==> src/rtl/pc_sequencer.sv <==
// PC sequencer for the accumulator processor: picks PCIn/PCWrite each cycle and keeps call/return and halt state.
// Define PC_RET_STACK_EN to replace the single link register with a STACK_DEPTH-entry return stack.
module pc_sequencer #(
    parameter int                 WIDTH        = 16,
    parameter logic [WIDTH-1:0]   RESET_VECTOR = '0,
    parameter int                 INC          = 2,
    parameter int                 STACK_DEPTH  = 4
) (
    input  logic             clk,
    input  logic             reset,
    input  logic             start,
    input  logic [WIDTH-1:0] pc_cur,
    input  logic             instr_valid,
    input  logic             stall,
    input  logic [2:0]       op_type,
    input  logic             cond,
    input  logic [WIDTH-1:0] target,
    output logic [WIDTH-1:0] pc_next,
    output logic             pc_write,
    output logic [1:0]       state,
    output logic             halted,
    output logic             illegal_op,
    output logic             stack_err
);

    typedef enum logic [1:0] {
        S_INIT  = 2'b00,
        S_FETCH = 2'b01,
        S_EXEC  = 2'b10,
        S_HALT  = 2'b11
    } state_t;

    localparam logic [2:0] OP_SEQ    = 3'd0;
    localparam logic [2:0] OP_BRANCH = 3'd1;
    localparam logic [2:0] OP_JUMP   = 3'd2;
    localparam logic [2:0] OP_CALL   = 3'd3;
    localparam logic [2:0] OP_RET    = 3'd4;
    localparam logic [2:0] OP_HALT   = 3'd5;

    if (STACK_DEPTH < 2) begin : g_depth_check
        $error("pc_sequencer: STACK_DEPTH must be at least 2");
    end

    state_t           state_q;
    logic             illegal_q;
    logic             stack_err_q;
    logic [WIDTH-1:0] pc_inc;
    logic [WIDTH-1:0] ret_addr;
    logic             exec_go;

    assign pc_inc  = pc_cur + WIDTH'(INC);
    assign exec_go = (state_q == S_EXEC) && !stall;

`ifdef PC_RET_STACK_EN
    localparam int SP_W  = $clog2(STACK_DEPTH + 1);
    localparam int IDX_W = $clog2(STACK_DEPTH);

    logic [WIDTH-1:0] stack_q [STACK_DEPTH];
    logic [SP_W-1:0]  sp_q;
    logic [SP_W-1:0]  sp_m1;
    logic             stack_full;
    logic             stack_empty;

    assign sp_m1       = sp_q - SP_W'(1);
    assign stack_full  = (sp_q == SP_W'(STACK_DEPTH));
    assign stack_empty = (sp_q == '0);
    // An empty pop falls through to the next sequential instruction.
    assign ret_addr    = stack_empty ? pc_inc : stack_q[sp_m1[IDX_W-1:0]];

    always_ff @(posedge clk or negedge reset) begin
        if (!reset) begin
            sp_q <= '0;
            for (int i = 0; i < STACK_DEPTH; i++) begin
                stack_q[i] <= '0;
            end
        end else if (exec_go && op_type == OP_CALL) begin
            if (stack_full) begin
                for (int i = 0; i < STACK_DEPTH - 1; i++) begin
                    stack_q[i] <= stack_q[i+1];
                end
                stack_q[STACK_DEPTH-1] <= pc_inc;
            end else begin
                stack_q[sp_q[IDX_W-1:0]] <= pc_inc;
                sp_q <= sp_q + SP_W'(1);
            end
        end else if (exec_go && op_type == OP_RET && !stack_empty) begin
            sp_q <= sp_m1;
        end
    end

    logic stack_err_d;
    assign stack_err_d = exec_go && ((op_type == OP_CALL && stack_full) ||
                                     (op_type == OP_RET && stack_empty));
`else
    logic [WIDTH-1:0] link_q;

    assign ret_addr = link_q;

    always_ff @(posedge clk or negedge reset) begin
        if (!reset) begin
            link_q <= '0;
        end else if (exec_go && op_type == OP_CALL) begin
            link_q <= pc_inc;
        end
    end

    logic stack_err_d;
    assign stack_err_d = 1'b0;
`endif

    // PCIn/PCWrite are combinational so the PC register captures on the same edge.
    always_comb begin
        pc_next  = pc_inc;
        pc_write = 1'b0;
        if (!reset) begin
            pc_next = RESET_VECTOR;
        end else begin
            unique case (state_q)
                S_INIT: begin
                    pc_next  = RESET_VECTOR;
                    pc_write = start;
                end
                S_FETCH: begin
                    pc_write = 1'b0;
                end
                S_EXEC: begin
                    if (!stall) begin
                        case (op_type)
                            OP_SEQ:    pc_write = 1'b1;
                            OP_BRANCH: begin
                                pc_next  = cond ? target : pc_inc;
                                pc_write = 1'b1;
                            end
                            OP_JUMP, OP_CALL: begin
                                pc_next  = target;
                                pc_write = 1'b1;
                            end
                            OP_RET: begin
                                pc_next  = ret_addr;
                                pc_write = 1'b1;
                            end
                            OP_HALT:   pc_write = 1'b0;
                            default:   pc_write = 1'b1;
                        endcase
                    end
                end
                S_HALT: begin
                    if (start) begin
                        pc_next  = RESET_VECTOR;
                        pc_write = 1'b1;
                    end
                end
                default: pc_write = 1'b0;
            endcase
        end
    end

    always_ff @(posedge clk or negedge reset) begin
        if (!reset) begin
            state_q     <= S_INIT;
            illegal_q   <= 1'b0;
            stack_err_q <= 1'b0;
        end else begin
            illegal_q   <= 1'b0;
            stack_err_q <= stack_err_d;
            case (state_q)
                S_INIT:  if (start) state_q <= S_FETCH;
                S_FETCH: if (instr_valid && !stall) state_q <= S_EXEC;
                S_EXEC: begin
                    if (!stall) begin
                        state_q   <= (op_type == OP_HALT) ? S_HALT : S_FETCH;
                        illegal_q <= (op_type > OP_HALT);
                    end
                end
                S_HALT:  if (start) state_q <= S_FETCH;
                default: state_q <= S_INIT;
            endcase
        end
    end

    assign state      = state_q;
    assign halted     = (state_q == S_HALT);
    assign illegal_op = illegal_q;
    assign stack_err  = stack_err_q;

endmodule

==> config.mk <==
export PLATFORM = sky130hd
export DESIGN_NAME = pc_sequencer
export DESIGN_NICKNAME = d
export VERILOG_FILES = /design/src/rtl/pc_sequencer.sv
export SDC_FILE = /design/constraint.sdc
export NUM_CORES = 1
export LEC_CHECK = 0
export ABC_CLOCK_PERIOD_IN_PS = 2400
export CAP_MARGIN = 30
export CORE_UTILIZATION = 40
export DETAILED_ROUTE_END_ITERATION = 8
export PLACE_DENSITY_LB_ADDON = 0.05
export SYNTH_ARGS = -nofsm -noshare
export SYNTH_HDL_FRONTEND = slang
export SYNTH_SLANG_ARGS = --single-unit
==> constraint.sdc <==
create_clock -name clk -period 2.4 [get_ports clk]
set_input_delay 0.48 -clock clk [delete_from_list [all_inputs] [get_ports clk]]
set_output_delay 0.48 -clock clk [all_outputs]
set_load 0.02 [all_outputs]
==> flow_summary_export.csv <==
group,metric,value,unit
drt,wl_per_cell,17.0,um
sta,setup_viol,15,
sta,hold_viol_final,0,
critical_path,required,1.92,ns
synth,syn_inst,189,
outcome,violations,"setup timing",
cells_and_area,drive_above_1_share,0.405,
synth,ys.warnings.count,0,
global_route,grt_max_degree,24,
cells_and_area,layout_commonest_cell,"buf_4",
critical_path,crit_path_frequent_cell,"buf_6",
floorplanning,core_area,4000,sq um
cells_and_area,finalInstanceArea,2900,sq um
placement,dpl-instance-area,2650,sq um
sta,setup_tns,-0.684,ns
synth,ys_ff_latch,19,
cts,cts-root-buf,"clkbuf_8",
power_and_ir_drop,p_leak,1.27,nW
floorplanning,num_rows,23,
cts,postCtsHoldBufs,0,
synth,synth_area_per_cell,8.83,sq um
cts,numCtsBuffers,3,
sta,fin_ws,-0.0747,ns
sta,rsz0062_at_grt,"yes",
synth,syn-cell-area,1670,sq um
critical_path,worst-path-buf-inv,4,
critical_path,path_class,"reg2out",
global_route,grt_pass1_wl,9000,um
critical_path,ff2ff_setup_slack,0.55,ns
cells_and_area,fill_cells,302,
drt,drc,0,
floorplanning,die_w,66.6,um
floorplanning,dieArea,4430,sq um
global_route,grt_overflow,0,
cts,htree_levels,1,
critical_path,worstSetupStartpointType,"flip-flop",
sta,finalCritPeriodShare,1.03,
power_and_ir_drop,power,2.35,mW
sta,post-route-min-period,2.47,ns
critical_path,path_max_fanout,5,
critical_path,cpPeakStageDelay,0.43,ns
floorplanning,start_util,0.417,
sta,skew,0.00183,ns
synth,syn-num-nets,235,
drt,first_pass_iters,4,
critical_path,cp_cell_sequence,"inv_2 -> ha_4 -> buf_6 -> o211ai_1 -> buf_4 -> a22o_1 -> a21boi_2 -> buf_6",
placement,dp_slack,-0.961,ns
flow_run,max_cap_viol_count,0,
drt,dr_total_vias,1981,
placement,gp_congestion,0.812,
global_route,grt_pass1_vias,1918,
cts,clkLatencyLatePin,0.26,ns
global_route,grtUsageTotal,0.267,
cells_and_area,area_growth,73.7,%
sta,slew_viol_final,0,
drt,first_iter_violations,97,
synth,yosysSeqAreaShare,0.285,
critical_path,critical-path-top-delay-family,"compound AO/OA/AOI/OAI gates",
power_and_ir_drop,ir_worst_vdd,0.337,mV
placement,hpwl,4180,um
hold_path,min_path_type,"reg2reg",
critical_path,critPathArrivalTime,1.99,ns
drt,ant_nets,0,
outcome,status,"finished, violations left",
sta,fmax,404,MHz
floorplanning,die_h,66.6,um
drt,viasPerCell,5.68,
cells_and_area,fin_nets,346,
cells_and_area,final_cell_mix,"54 x buf_4, 25 x clkdlybuf4s50_1, 19 x dfrtp_1, 17 x buf_6, 12 x dlygate4sd2_1",
sta,whs,0.500,ns
cells_and_area,insertedDiodeCount,0,
power_and_ir_drop,power.density,809,nW/um^2
synth,ys_types,43,
cts,path_clk_slew,0.08,ns
critical_path,cp_slowest_cell,"dfrtp_1",
cts,cts_tree,"built",
drt,wl,5920,um
cts,numClockSinks,19,
placement,portBuffers,61,
floorplanning,boundaryPins,63,
critical_path,cp-end-kind,"primary output",
global_route,antenna_found_initial,0,
cts,clk_path_buf_depth,2,
[layout make-up]
| class | count | area, sq um | share of cell area |
|---|---|---|---|
| clock buffers | 3 | 41.3 | 0.0142 |
| inverters | 9 | 33.8 | 0.0117 |
| repair buffers | 121 | 1060 | 0.366 |
| well taps | 50 | 62.6 | 0.0216 |
| clock inverters | 1 | 5.00 | 0.00173 |
| multi-input cells | 146 | 1220 | 0.420 |
| flip-flops and latches | 19 | 475 | 0.164 |
[worst register-to-register path, delay by kind of cell (launching register included)]
kind                       cells  cell delay (ns)
DFF                            1             0.43
adders and majority gates      1             0.18
and+or+nand+nor                2             0.31
muxes                          1             0.36
buffers and inverters          3             0.45
[kinds of logic after synthesis]
group / after synthesis / synth area share
DFF: 19 / 0.285
adders and majority gates: 5 / 0.0375
other: 1 / 0.00225
buffers and inverters: 24 / 0.0690
AOI/OAI and AO/OA: 66 / 0.314
muxes: 9 / 0.0600
xor gates and xnor gates: 9 / 0.0472
and+or+nand+nor: 56 / 0.185
[registers in the layout, summed over array words and instances (netlist names)]
register / count
link_q: 16
state: 2
illegal_op: 1
[power breakdown]
part / switching, mW / internal (mW)
Clock: 0.120 / 0.116
Combinational: 0.701 / 0.827
Sequential: 0.109 / 0.473
Total: 0.930 / 1.42
[synth_stat cells, drive strengths merged]
master | count | area share
dfrtp | 19 | 0.28
a32o | 12 | 0.072
nand2 | 12 | 0.027
nand3 | 11 | 0.033
a22o | 10 | 0.052
a21oi | 9 | 0.027
inv | 9 | 0.020
a21boi | 8 | 0.036
buf | 8 | 0.033
mux2 | 8 | 0.054
o21a | 8 | 0.036
clkbuf | 7 | 0.016
nor3 | 7 | 0.024
xor2 | 6 | 0.031
ha | 5 | 0.037
nor2 | 5 | 0.011
o21ai | 5 | 0.015
or3 | 5 | 0.019
a32oi | 4 | 0.021
nor2b | 4 | 0.015
a21o | 3 | 0.013
nand4 | 3 | 0.011
nor4 | 3 | 0.011
xnor2 | 3 | 0.016
a211oi | 2 | 0.016
a221oi | 1 | 0.0052
and2 | 1 | 0.0038
and3b | 1 | 0.0052
conb | 1 | 0.0022
mux2i | 1 | 0.0060
nand2b | 1 | 0.0038
nor3b | 1 | 0.0075
o2111ai | 1 | 0.0052
o211ai | 1 | 0.0045
o21bai | 1 | 0.0045
o2bb2ai | 1 | 0.0052
or3b | 1 | 0.0067
or4bb | 1 | 0.0067
[routing by layer]
metal / vias to the layer above / global-route usage / wire length, um
met5: - / 0 / 0
met3: 12 / 0.0291 / 236
met4: 0 / 0.0851 / 90
met1: 967 / 0.323 / 2490
li1: 932 / - / -
met2: 70 / 0.486 / 3100
[per-stage QoR]
step,cells,util
after floorplan,189,-
after global placement,334,0.663
after detailed placement,334,0.663
after CTS,348,0.720
after global routing,349,0.725
final,349,0.725
[path summary, 6_finish.rpt]
check,end,from,cells past startpoint
setup / recovery,pc_next[8],state[0]$_DFFE_PN0P_,8
hold / removal,link_q[9]$_DFFE_PN0P_,link_q[9]$_DFFE_PN0P_,1
setup reg to reg,link_q[13]$_DFFE_PN0P_,state[0]$_DFFE_PN0P_,7
hold reg to reg,link_q[9]$_DFFE_PN0P_,link_q[9]$_DFFE_PN0P_,1
max in group asynchronous,illegal_op$_DFF_PN0_,reset,3
min in group asynchronous,link_q[5]$_DFFE_PN0P_,reset,2
[repair_timing]
| action | CTS | global route |
|---|---|---|
| gates resized for setup | 152 | 11 |
| setup endpoints to repair | 17 | 17 |
| cloned | 2 | 0 |
| pin swaps | 23 | 12 |
| setup buffers | 8 | 1 |
(Power assumes the default switching activity.)
